[src/rtl/uart_rx_fifo_if.sv]
// Byte stream between the receive FIFO and the host logic.
// The FIFO drives data/valid as master; the consumer answers with ready.
interface uart_rx_fifo_if;
    logic [7:0] m_data;
    logic       m_valid;
    logic       m_ready;

    modport master (output m_data, output m_valid, input m_ready);
    modport slave  (input m_data, input m_valid, output m_ready);
endinterface

[src/rtl/uart_rx_fifo.sv]
// Receive-side byte buffer: turns the UART receiver's frame-valid level into
// one capture per frame and queues bytes in a first-word-fall-through FIFO.
module uart_rx_fifo #(
    parameter int DEPTH       = 16,
    parameter int ALMOST_FULL = 12
) (
    input  logic                   clk,
    input  logic                   reset,
    input  logic                   rx_valid,
    input  logic                   rx_break,
    input  logic [7:0]             rx_data,
    uart_rx_fifo_if.master         stream,
    output logic [$clog2(DEPTH):0] count,
    output logic                   almost_full,
    output logic                   overflow,
    input  logic                   overflow_clr,
    output logic                   break_seen
);
    localparam int AW = $clog2(DEPTH);
    localparam int CW = AW + 1;

    logic [7:0]    mem [DEPTH];
    logic [AW-1:0] wr_ptr;
    logic [AW-1:0] rd_ptr;
    logic          valid_d;
    logic          cap;
    logic          full;
    logic          pop;
    logic          push;
    logic          drop;
    logic [CW-1:0] count_next;

    // NOTE: every signal written here gets a default first so no latch is inferred.
    always_comb begin
        cap        = valid_d & ~rx_valid;
        full       = (count == CW'(DEPTH));
        pop        = (count != '0) & stream.m_ready;
        // A pop in the same cycle frees the slot, so a full FIFO still accepts.
        push       = cap & ~rx_break & (~full | pop);
        drop       = cap & ~rx_break & full & ~pop;
        count_next = count;
        if (push && !pop) begin
            count_next = count + CW'(1);
        end else if (pop && !push) begin
            count_next = count - CW'(1);
        end
    end

    // NOTE: state uses non-blocking assignments so every register samples pre-edge values.
    always_ff @(posedge clk) begin
        if (reset) begin
            valid_d     <= 1'b0;
            wr_ptr      <= '0;
            rd_ptr      <= '0;
            count       <= '0;
            almost_full <= 1'b0;
            overflow    <= 1'b0;
            break_seen  <= 1'b0;
        end else begin
            valid_d     <= rx_valid;
            count       <= count_next;
            almost_full <= (count_next >= CW'(ALMOST_FULL));
            break_seen  <= cap & rx_break;
            if (push) begin
                wr_ptr <= wr_ptr + AW'(1);
            end
            if (pop) begin
                rd_ptr <= rd_ptr + AW'(1);
            end
            // A drop in the same cycle as a clear leaves the flag set.
            if (drop) begin
                overflow <= 1'b1;
            end else if (overflow_clr) begin
                overflow <= 1'b0;
            end
        end
    end

    // NOTE: storage has no reset; stale entries are never visible because m_data is gated by count.
    always_ff @(posedge clk) begin
        if (push) begin
            mem[wr_ptr] <= rx_data;
        end
    end

    assign stream.m_valid = (count != '0);
    assign stream.m_data  = (count != '0) ? mem[rd_ptr] : 8'h00;
endmodule
[src/flat_wrapper.sv]
// flat-port wrapper written by rule: the top's interface ports become plain ports
module uart_rx_fifo_flat 
#(
    parameter int DEPTH       = 16,
    parameter int ALMOST_FULL = 12
)
  (clk, reset, rx_valid, rx_break, rx_data, count, almost_full, overflow, overflow_clr, break_seen, stream_m_data, stream_m_valid, stream_m_ready);
  uart_rx_fifo_if stream_i ();
  input  logic clk;
  input  logic reset;
  input  logic rx_valid;
  input  logic rx_break;
  input  logic [7:0] rx_data;
  output logic [$clog2(DEPTH):0] count;
  output logic almost_full;
  output logic overflow;
  input  logic overflow_clr;
  output logic break_seen;
  output wire logic [$bits(stream_i.m_data)-1:0] stream_m_data;
  output wire logic [$bits(stream_i.m_valid)-1:0] stream_m_valid;
  input wire logic [$bits(stream_i.m_ready)-1:0] stream_m_ready;
  assign stream_m_data = stream_i.m_data;
  assign stream_m_valid = stream_i.m_valid;
  assign stream_i.m_ready = stream_m_ready;
  uart_rx_fifo #(.DEPTH(DEPTH), .ALMOST_FULL(ALMOST_FULL)) u_core (.clk(clk), .reset(reset), .rx_valid(rx_valid), .rx_break(rx_break), .rx_data(rx_data), .stream(stream_i), .count(count), .almost_full(almost_full), .overflow(overflow), .overflow_clr(overflow_clr), .break_seen(break_seen));
endmodule
[config.mk]
export PLATFORM = sky130hd
export DESIGN_NAME = uart_rx_fifo_flat
export DESIGN_NICKNAME = d
export VERILOG_FILES = /design/src/rtl/uart_rx_fifo_if.sv /design/src/rtl/uart_rx_fifo.sv /design/src/flat_wrapper.sv
export SDC_FILE = /design/constraint.sdc
export NUM_CORES = 1
export LEC_CHECK = 0
export CORE_MARGIN = 1.5
export CORE_UTILIZATION = 55
export CTS_BUF_LIST = sky130_fd_sc_hd__clkbuf_4
export DETAILED_ROUTE_END_ITERATION = 8
export PLACE_DENSITY = 0.84
export SLEW_MARGIN = 20
export SYNTH_ARGS = -nofsm -noshare
export SYNTH_HDL_FRONTEND = slang
export SYNTH_SLANG_ARGS = --single-unit
[constraint.sdc]
create_clock -name clk -period 3.1 [get_ports clk]
set_input_delay 0.62 -clock clk [delete_from_list [all_inputs] [get_ports clk]]
set_output_delay 0.62 -clock clk [all_outputs]
set_load 0.01 [all_outputs]
==> reports/summary.json, run 1 <==
{
  "asyncSetResetFlopFracSynth_pct": 0,
  "post_synth_num_cell_types": 41,
  "timing.final.ws_setup_ns": -0.0361,
  "crit_path_max_fanout": 7,
  "postSynthRegisterBits": 149,
  "worst-r2r-setup-slack_ns": 0.83,
  "synth_edf_count": 128,
  "initial_drc_count": 257,
  "period_share_pct": 101,
  "worst_setup_hold_path_clk_slew_ns": 0.12,
  "setup_viol": 2,
  "drtPass1Iterations": 5,
  "nNetsFinal": 403,
  "worstSetupStartpointType": "flip-flop",
  "clock_tree_from_tritoncts": "built",
  "post_route_cells_drive_above_1_share_pct": 32.9,
  "overall_via_count_from_detail_route": 3189,
  "criticalPathCategory": "flip-flop to output port",
  "clock_skew_ns": 0.0191,
  "post-synth-top-area-cell": "sky130_fd_sc_hd__edfxtp_1",
  "synth_cells": 316,
  "grt_setup_unrepaired": "yes",
  "final_core_occ_pct": 68.1,
  "fmax_mhz": 319,
  "cts_htree_levels": 4,
  "power_per_cell_area_nw_per_um2": 741,
  "postLayoutCellArea_sq_um": 7090,
  "wire_length_of_the_first_global_routing_pass_mm": 19.2,
  "crit_path_max_incr_delay_ns": 0.51,
  "antenna_cells_inserted": 0,
  "fin_tns_setup_ns": -0.0669,
  "numPlacedInstances": 490,
  "timing_hold_violations_final": 0,
  "violated_checks": "negative setup slack",
  "wl_per_cell_um": 23.6,
  "drt.antenna.violating_nets": 0,
  "timing.critical_path.buf_inv": 3,
  "fp-row-count": 37,
  "worst_path_max_delay_cell": "sky130_fd_sc_hd__mux4_2",
  "number_of_cts_inserted_buffers": 17,
  "layout.filler_cells": 696,
  "layout.cells.most_common_list": "sky130_fd_sc_hd__edfxtp_1, sky130_fd_sc_hd__mux4_2, sky130_fd_sc_hd__buf_4",
  "effective_utilization_at_floorplan_pct": 57.4,
  "synthesis.area_sq_um": 5970,
  "worst_skew_pair_latency_ns": 0.54,
  "worst_setup_path_end_kind": "output port",
  "totalWireLength_mm": 12.5,
  "finalHoldWorstSlack_ns": 0.484,
  "cts_sinks": 149,
  "grt_start_max_net_pins": 33,
  "maxSlewViolCount": 0,
  "die_area_sq_um": 11500,
  "mostFrequentLayoutCell": "sky130_fd_sc_hd__edfxtp_1",
  "post_dp_cell_area_sq_um": 6570,
  "power.ir.vdd_worst_uv": 431,
  "timing.critical_path.max_delay_family": "multiplexers",
  "seq_area_frac_synth_pct": 71.4,
  "replace_congestion": 0.817,
  "globalRouteTotalUtil_pct": 24.2,
  "fp.coreArea_sq_um": 10400,
  "globalRoute.totalOverflow": 0,
  "area_fraction_of_the_dominant_cell_type_after_synthesis_pct": 64.3,
  "hold_path.class": "flip-flop to flip-flop",
  "cts-hold-fix-buffers": 0,
  "die_width_um": 107,
  "port_buffers": 30,
  "critical_path.cell_chain": "buf_8 > buf_16 > mux4_2 > mux4_2 > and2_4 > buf_6",
  "synth.top_cells.by_area": "sky130_fd_sc_hd__edfxtp_1, sky130_fd_sc_hd__mux4_2, sky130_fd_sc_hd__dfxtp_1, sky130_fd_sc_hd__ha_1, sky130_fd_sc_hd__nor2_1",
  "crit_path_frequent_cell": "sky130_fd_sc_hd__mux4_2",
  "antenna_found_initial": 0,
  "p_leak_nw": 2.33,
  "worst_ep_arrival_time_ns": 2.52,
  "layoutNonFillerInstCount": 531,
  "remaining_drc_errors": 0,
  "routed_via_density": 6.01,
  "detailed_place_hpwl_mm": 7.50,
  "timing.slew.headroom_pct": 54.2,
  "num_io_pins": 31,
  "mappedNetlistNets": 337,
  "cts_root_buffer": "sky130_fd_sc_hd__clkbuf_4",
  "vias_in_the_first_global_route": 3395,
  "timing.critical_path.required_ns": 2.48,
  "floorplan.die.height_um": 107,
  "finalWorstPathRequiredPeriod_ns": 3.14,
  "ys.flop_type": "sky130_fd_sc_hd__edfxtp_1",
  "syn_avg_cell_area_sq_um": 18.9,
  "syn2layout_area_growth_pct": 18.7,
  "tightest_slew_ns": 0.686,
  "cap_violations": 0,
  "outcome": "complete, but fails checks",
  "cts.path.max_buffers": 2,
  "ys.warnings.count": 0
}
==> what timing repair did <==
action	4_1_cts	5_1_grt
setup buffers	7	1
hold endpoints to repair	0	0
setup endpoints to repair	9	9
pin swaps	6	3
cloned	3	0
resized for setup	49	13
==> worst paths after layout <==
check,depth (start not counted),start,endpoint
setup / recovery,6,flip-flop,stream_m_data[2]
setup reg to reg,7,u_core.count[0],u_core.mem[0][6]
hold reg to reg,2,u_core.overflow,u_core.overflow
hold / removal,2,u_core.overflow,u_core.overflow
==> layer usage <==
metal  share of wire (%)  vias to the layer above  GRT usage [%]
met2                  51                      149           38.7
met1                  39                     1609           31.1
met3                 7.2                       31           7.29
li1                    -                     1400              -
met4                 2.8                        0           9.90
met5                   0                        -              0
==> worst register-to-register path, cell delays in order (launching register included) <==
cell                      delay [ns]
sky130_fd_sc_hd__dfxtp_1        0.42
sky130_fd_sc_hd__inv_1          0.10
sky130_fd_sc_hd__ha_2           0.25
sky130_fd_sc_hd__nor3b_1        0.19
sky130_fd_sc_hd__a21oi_2        0.37
sky130_fd_sc_hd__nand2_1        0.21
sky130_fd_sc_hd__nor3_1         0.20
sky130_fd_sc_hd__buf_4          0.24
==> flip-flops by register name, indices dropped and copies added, names as in the netlist, named ones only <==
register / flops
u_core.wr_ptr: 4
u_core.mem: 128
u_core.almost_full: 1
u_core.rd_ptr: 4
u_core.overflow: 1
u_core.break_seen: 1
u_core.count: 5
u_core.valid_d: 1
==> cell type report <==
cell class,instances,area (sq um),share of cell area [%]
Tap cell,136,170,2.40
Multi-Input combinational cell,144,1620,22.8
Clock buffer,17,128,1.80
Sequential cell,149,4270,60.2
Clock inverter,15,211,2.98
Inverter,5,18.8,0.265
Timing Repair Buffer,65,677,9.54
==> stage by stage <==
step / power, mW / worst slack, ns
finish: 5.26 / -0.0361
global route: 5.48 / -0.142
CTS: 5.19 / -0.0736
detailed placement: 3.57 / 0.149
global placement: 3.55 / 0.169
floorplan: 3.16 / 0.437
==> where the power goes <==
group	switching [mW]	internal, mW	total, mW
registers	0.0657	2.22	2.29
clock network	0.669	0.711	1.38
logic	0.640	0.949	1.59
==> synth_stat cells, types with 2 or more instances <==
| cell type | n |
|---|---|
| sky130_fd_sc_hd__a21o_1 | 2 |
| sky130_fd_sc_hd__nand2_1 | 9 |
| sky130_fd_sc_hd__xnor2_1 | 4 |
| sky130_fd_sc_hd__buf_2 | 3 |
| sky130_fd_sc_hd__clkbuf_1 | 6 |
| sky130_fd_sc_hd__inv_1 | 5 |
| sky130_fd_sc_hd__nand2b_1 | 4 |
| sky130_fd_sc_hd__mux2i_1 | 2 |
| sky130_fd_sc_hd__mux4_2 | 40 |
| sky130_fd_sc_hd__dfxtp_1 | 21 |
| sky130_fd_sc_hd__nand4_1 | 3 |
| sky130_fd_sc_hd__buf_6 | 2 |
| sky130_fd_sc_hd__buf_4 | 3 |
| sky130_fd_sc_hd__ha_1 | 7 |
| sky130_fd_sc_hd__nor3_1 | 4 |
| sky130_fd_sc_hd__nor3b_1 | 3 |
| sky130_fd_sc_hd__and3_1 | 2 |
| sky130_fd_sc_hd__or3b_2 | 2 |
| sky130_fd_sc_hd__a221oi_1 | 2 |
| sky130_fd_sc_hd__a21oi_1 | 6 |
| sky130_fd_sc_hd__and2_1 | 8 |
| sky130_fd_sc_hd__nor2_1 | 23 |
| sky130_fd_sc_hd__a41o_1 | 2 |
| sky130_fd_sc_hd__xor2_1 | 4 |
| sky130_fd_sc_hd__nor2b_1 | 3 |
| sky130_fd_sc_hd__buf_1 | 4 |
| sky130_fd_sc_hd__edfxtp_1 | 128 |
==> cells by family after synthesis <==
logic type | count (synthesis) | share of synthesized area [%]
AO/OA/AOI/OAI | 18 | 2.32
XOR/XNOR | 8 | 1.17
multiplexers | 43 | 15.6
buffers and inverters | 23 | 1.95
flip-flops | 149 | 71.4
AND/OR/NAND/NOR | 68 | 6.12
adder cells (fa/ha/maj) | 7 | 1.47
No activity file was read; power rests on OpenSTA's default activity.
==> run 2, diff against run 1 <==
SETUP_SLACK_MARGIN = 0.02   (was default)
==> run 2 against run 1 <==
Against the previous run: the run still ends with negative setup slack left; cell count did not move; sequential power about the same; clock-buffer cell count unchanged; global-route usage unchanged; power increased by 0.32%; sequential share of layout area down 0.085 points; clock skew increased by 0.0024 ns; worst setup slack barely moved; via count down 0.69%; critical path depth unchanged; maximum frequency about the same; die area unchanged.
==> reports/summary.json, run 2 (synthesis gave the netlist of run 1 again) <==
{
  "fp.coreArea_sq_um": 10400,
  "antenna_found_initial": 0,
  "num_io_pins": 31,
  "layout.cells.most_common_list": "sky130_fd_sc_hd__edfxtp_1, sky130_fd_sc_hd__mux4_2, sky130_fd_sc_hd__buf_4",
  "worst_setup_path_end_kind": "output port",
  "replace_congestion": 0.817,
  "regToRegStartpoint": "u_core.count[0]",
  "cts.path.max_buffers": 2,
  "port_buffers": 30,
  "cts-hold-fix-buffers": 0,
  "nNetsFinal": 403,
  "grt_setup_unrepaired": "yes",
  "grt_start_max_net_pins": 33,
  "mostFrequentLayoutCell": "sky130_fd_sc_hd__edfxtp_1",
  "globalRouteTotalUtil_pct": 24.2,
  "floorplan.die.height_um": 107,
  "worst_skew_pair_latency_ns": 0.54,
  "power_per_cell_area_nw_per_um2": 742,
  "timing.critical_path.max_delay_family": "multiplexers",
  "timing_hold_violations_final": 0,
  "crit_path_max_fanout": 7,
  "cts_sinks": 149,
  "cap_violations": 0,
  "crit_path_max_incr_delay_ns": 0.53,
  "final_core_occ_pct": 68.2,
  "syn2layout_area_growth_pct": 18.9,
  "remaining_drc_errors": 0,
  "worst_path_max_delay_cell": "sky130_fd_sc_hd__mux4_2",
  "holdCritStartpoint": "u_core.overflow",
  "fmax_mhz": 319,
  "drt.antenna.violating_nets": 0,
  "power.ir.vdd_worst_uv": 436,
  "critical_path.cell_chain": "buf_6 > buf_12 > mux4_2 > mux4_2 > and2_4 > buf_6",
  "outcome": "complete, but fails checks",
  "fp-row-count": 37,
  "maxSlewViolCount": 0,
  "globalRoute.totalOverflow": 0,
  "fin_tns_setup_ns": -0.0674,
  "die_area_sq_um": 11500,
  "timing.slew.headroom_pct": 53.0,
  "vias_in_the_first_global_route": 3395,
  "effective_utilization_at_floorplan_pct": 57.4,
  "clock_skew_ns": 0.0216,
  "criticalPathCategory": "flip-flop to output port",
  "finalWorstPathRequiredPeriod_ns": 3.14,
  "largest_register": "u_core.mem",
  "worst_ep_arrival_time_ns": 2.52,
  "largest_register_ffs": 128,
  "largest_registers": "u_core.mem x128, u_core.count x5",
  "worst_r2r_path_depth": 7,
  "antenna_cells_inserted": 0,
  "worstSetupStartpointType": "flip-flop",
  "cts_root_buffer": "sky130_fd_sc_hd__clkbuf_4",
  "tightest_slew_ns": 0.702,
  "worst-path-stages": 6,
  "totalWireLength_mm": 12.5,
  "detailed_place_hpwl_mm": 7.50,
  "hold_path_depth": 2,
  "timing.critical_path.required_ns": 2.48,
  "hold_path.class": "flip-flop to flip-flop",
  "drtPass1Iterations": 4,
  "wl_per_cell_um": 23.6,
  "worst-r2r-setup-slack_ns": 0.87,
  "number_of_cts_inserted_buffers": 17,
  "timing.final.ws_setup_ns": -0.0358,
  "setup_viol": 2,
  "period_share_pct": 101,
  "routed_via_density": 5.96,
  "cts_htree_levels": 4,
  "clock_tree_from_tritoncts": "built",
  "worst_setup_hold_path_clk_slew_ns": 0.12,
  "preCtsSetupSlack_ns": 0.149,
  "timing.critical_path.buf_inv": 3,
  "initial_drc_count": 268,
  "die_width_um": 107,
  "wire_length_of_the_first_global_routing_pass_mm": 19.2,
  "overall_via_count_from_detail_route": 3167,
  "p_leak_nw": 2.33,
  "post_route_cells_drive_above_1_share_pct": 32.9,
  "violated_checks": "negative setup slack"
}
==> run 2: cell counts in the layout (fill, tap and decap cells not counted) <==
Identical to the previous run, type by type.
==> run 2: layout make-up <==
cell class              instances  area [sq um]
fillers                       695          3310
multi-input cells             144          1630
well taps                     136           170
repair buffers                 65           677
inverters                       5          18.8
clock buffers                  17           128
clock inverters                15           211
flip-flops and latches        149          4270
==> run 2: stage by stage <==
stage | hold slack, ns | area [sq um] | power [mW] | instances
6_report | 0.484 | 7100 | 5.27 | 531
5_1_grt | 0.500 | 7100 | 5.50 | 531
4_1_cts | 0.487 | 7060 | 5.19 | 531
3_5_place_dp | 0.471 | 6570 | 3.57 | 490
3_3_place_gp | 0.461 | 6570 | 3.55 | 490
2_1_floorplan | 0.448 | 5970 | 3.16 | 316
==> run 2: final timing paths <==
| check | to |
|---|---|
| worst max-delay path | stream_m_data[3] |
| worst min-delay path | u_core.overflow |
| worst max register to register | u_core.mem[0][6] |
| worst min register to register | u_core.overflow |
==> run 2: tightest hold or removal path, delay by kind of cell, from the launching register on <==
family | cells | cell delay [ns]
AOI/OAI and AO/OA | 1 | 0.06
DFF | 1 | 0.33
and+or+nand+nor | 1 | 0.06
==> run 2: where the power goes <==
part	switching, mW	internal [mW]	total [mW]
clock network	0.666	0.712	1.38
logic	0.647	0.963	1.61
registers	0.0652	2.22	2.29
==> run 2: routing by layer <==
metal | global-route usage, % | share of wire [%] | up-vias
met5 | 0 | 0 | -
met4 | 9.90 | 1.4 | 0
met3 | 7.29 | 7.5 | 18
met2 | 38.7 | 53 | 135
met1 | 31.1 | 38 | 1614
li1 | - | - | 1400
==> run 2: timing repair <==
item	CTS	global route
gates cloned	3	0
resized for setup	49	14
setup endpoints to repair	9	9
buffers inserted	7	1
pin swaps	6	3
==> run 3, diff against run 2 <==
DONT_BUFFER_PORTS = 1   (was default)
PLACE_DENSITY = 0.8   (was 0.84)
==> run 3 against run 2 <==
Against the previous run: combinational power shrank 35%; the run now ends clean; clock power shrank 17%; largest power group unchanged; sequential power is essentially flat; cell count shrank 8.7%; register-to-register slack lost 0.41 ns; global-route usage shrank 3.1 points; largest cell class unchanged; non-clock buffer count shrank 46; worst hold slack lost 0.34 ns; clock skew shrank 0.0032 ns; first-iteration DRC count grew 29%.
==> reports/summary.json, run 3 (synthesis gave the netlist of run 1 again) <==
{
  "routed_via_density": 5.93,
  "finalWorstPathRequiredPeriod_ns": 2.96,
  "vias_in_the_first_global_route": 2974,
  "fp-row-count": 37,
  "die_area_sq_um": 11500,
  "layout.filler_cells": 721,
  "fin_tns_setup_ns": 0,
  "crit_path_max_fanout": 13,
  "largest_registers": "u_core.mem x128, u_core.count x5",
  "layoutNonFillerInstCount": 485,
  "finalHoldWorstSlack_ns": 0.148,
  "port_buffers": 0,
  "maxSlewViolCount": 0,
  "cts-hold-fix-buffers": 0,
  "final_core_occ_pct": 62.5,
  "preCtsSetupSlack_ns": 0.273,
  "grt_start_max_net_pins": 33,
  "wl_per_cell_um": 22.6,
  "replace_congestion": 0.756,
  "antenna_found_initial": 0,
  "timing.critical_path.required_ns": 2.48,
  "globalRoute.totalOverflow": 0,
  "fmax_mhz": 338,
  "hold_path.class": "input pin to flip-flop",
  "outcome": "completed",
  "cts_htree_levels": 4,
  "nNetsFinal": 357,
  "worst_skew_pair_latency_ns": 0.52,
  "worst_ep_arrival_time_ns": 2.34,
  "die_width_um": 107,
  "timing.critical_path.buf_inv": 1,
  "criticalPathCategory": "flip-flop to output port",
  "initial_drc_count": 345,
  "p_comb_share_pct": 23.2,
  "postLayoutCellArea_sq_um": 6510,
  "number_of_cts_inserted_buffers": 17,
  "timing.final.ws_setup_ns": 0.138,
  "globalRouteTotalUtil_pct": 21.0,
  "clock_skew_ns": 0.0184,
  "numPlacedInstances": 452,
  "fp.coreArea_sq_um": 10400,
  "switching_share_pct": 26.9,
  "grt_setup_unrepaired": "yes",
  "cts_sinks": 149,
  "detailed_place_hpwl_mm": 7.30,
  "post_route_cells_drive_above_1_share_pct": 28.9,
  "syn2layout_area_growth_pct": 8.94,
  "timing.critical_path.max_delay_family": "multiplexers",
  "setup_viol": 0,
  "worst_path_max_delay_cell": "sky130_fd_sc_hd__mux4_2",
  "largest_register_ffs": 128,
  "cts_root_buffer": "sky130_fd_sc_hd__clkbuf_4",
  "largest_register": "u_core.mem",
  "worstSetupStartpointType": "flip-flop",
  "overall_via_count_from_detail_route": 2876,
  "crit_path_max_incr_delay_ns": 0.50,
  "crit_path_frequent_cell": "sky130_fd_sc_hd__mux4_2",
  "drt.antenna.violating_nets": 0,
  "drtPass1Iterations": 4,
  "timing.slew.headroom_pct": 52.6,
  "clock_tree_from_tritoncts": "built",
  "timing_hold_violations_final": 0,
  "totalPowerFinal_mw": 4.49,
  "num_io_pins": 31,
  "tightest_slew_ns": 0.709,
  "clock_power_share_pct": 25.6,
  "power.net_switching_mw": 1.21,
  "cts.path.max_buffers": 2,
  "antenna_cells_inserted": 0,
  "critical_path.cell_chain": "buf_12 > mux4_2 > mux4_2 > and2_1",
  "intPower_mw": 3.29,
  "layout.cells.most_common_list": "sky130_fd_sc_hd__edfxtp_1, sky130_fd_sc_hd__mux4_2, sky130_fd_sc_hd__nor2_1",
  "post_dp_cell_area_sq_um": 6210,
  "totalWireLength_mm": 10.9,
  "floorplan.die.height_um": 107,
  "mostFrequentLayoutCell": "sky130_fd_sc_hd__edfxtp_1",
  "power.sequential.fraction_pct": 51.3,
  "worst_setup_hold_path_clk_slew_ns": 0.12,
  "wire_length_of_the_first_global_routing_pass_mm": 16.8,
  "period_share_pct": 95.6,
  "effective_utilization_at_floorplan_pct": 57.4,
  "remaining_drc_errors": 0,
  "power_per_cell_area_nw_per_um2": 691,
  "p_leak_nw": 2.08,
  "worst_setup_path_end_kind": "output port",
  "power.ir.vdd_worst_uv": 374,
  "cap_violations": 0
}
## run 3: per-layer routing
metal	global-route usage, %	vias up	routed length, um
met5	0	-	0
met4	5.52	0	116
met3	6.87	9	999
met2	34.7	121	5770
met1	27.1	1440	4060
li1	-	1306	-
## run 3: what timing repair did
item,CTS,global route
resized for setup,1,2
setup buffers,1,0
endpoints found under the setup margin,7,8
## run 3: worst paths after layout
kind                                 startpoint           endpoint  slack [ns]  cells past startpoint
worst max-delay path                  flip-flop   stream_m_data[6]        0.14                      4
worst min-delay path                      reset    u_core.overflow        0.15                      1
worst max register to register  u_core.count[0]  u_core.mem[15][4]        0.46                      6
worst min register to register   u_core.valid_d  u_core.break_seen        0.49                      1
## run 3: layout make-up
cell class	count	area, sq um	share of cell area, %
clock buffers	19	143	2.19
clock inverters	13	128	1.96
inverters	5	18.8	0.288
multi-input cells	144	1600	24.5
flip-flops and latches	149	4270	65.6
well taps	136	170	2.61
repair buffers	19	184	2.83
## run 3: power by group through the flow
stage / Sequential [mW] / Clock (mW) / Combinational [mW]
floorplan: 2.31 / 0 / 0.857
global placement: 2.36 / 0 / 0.970
detailed placement: 2.36 / 0 / 1.00
CTS: 2.30 / 1.18 / 1.05
global route: 2.31 / 1.26 / 1.12
finish: 2.30 / 1.15 / 1.04
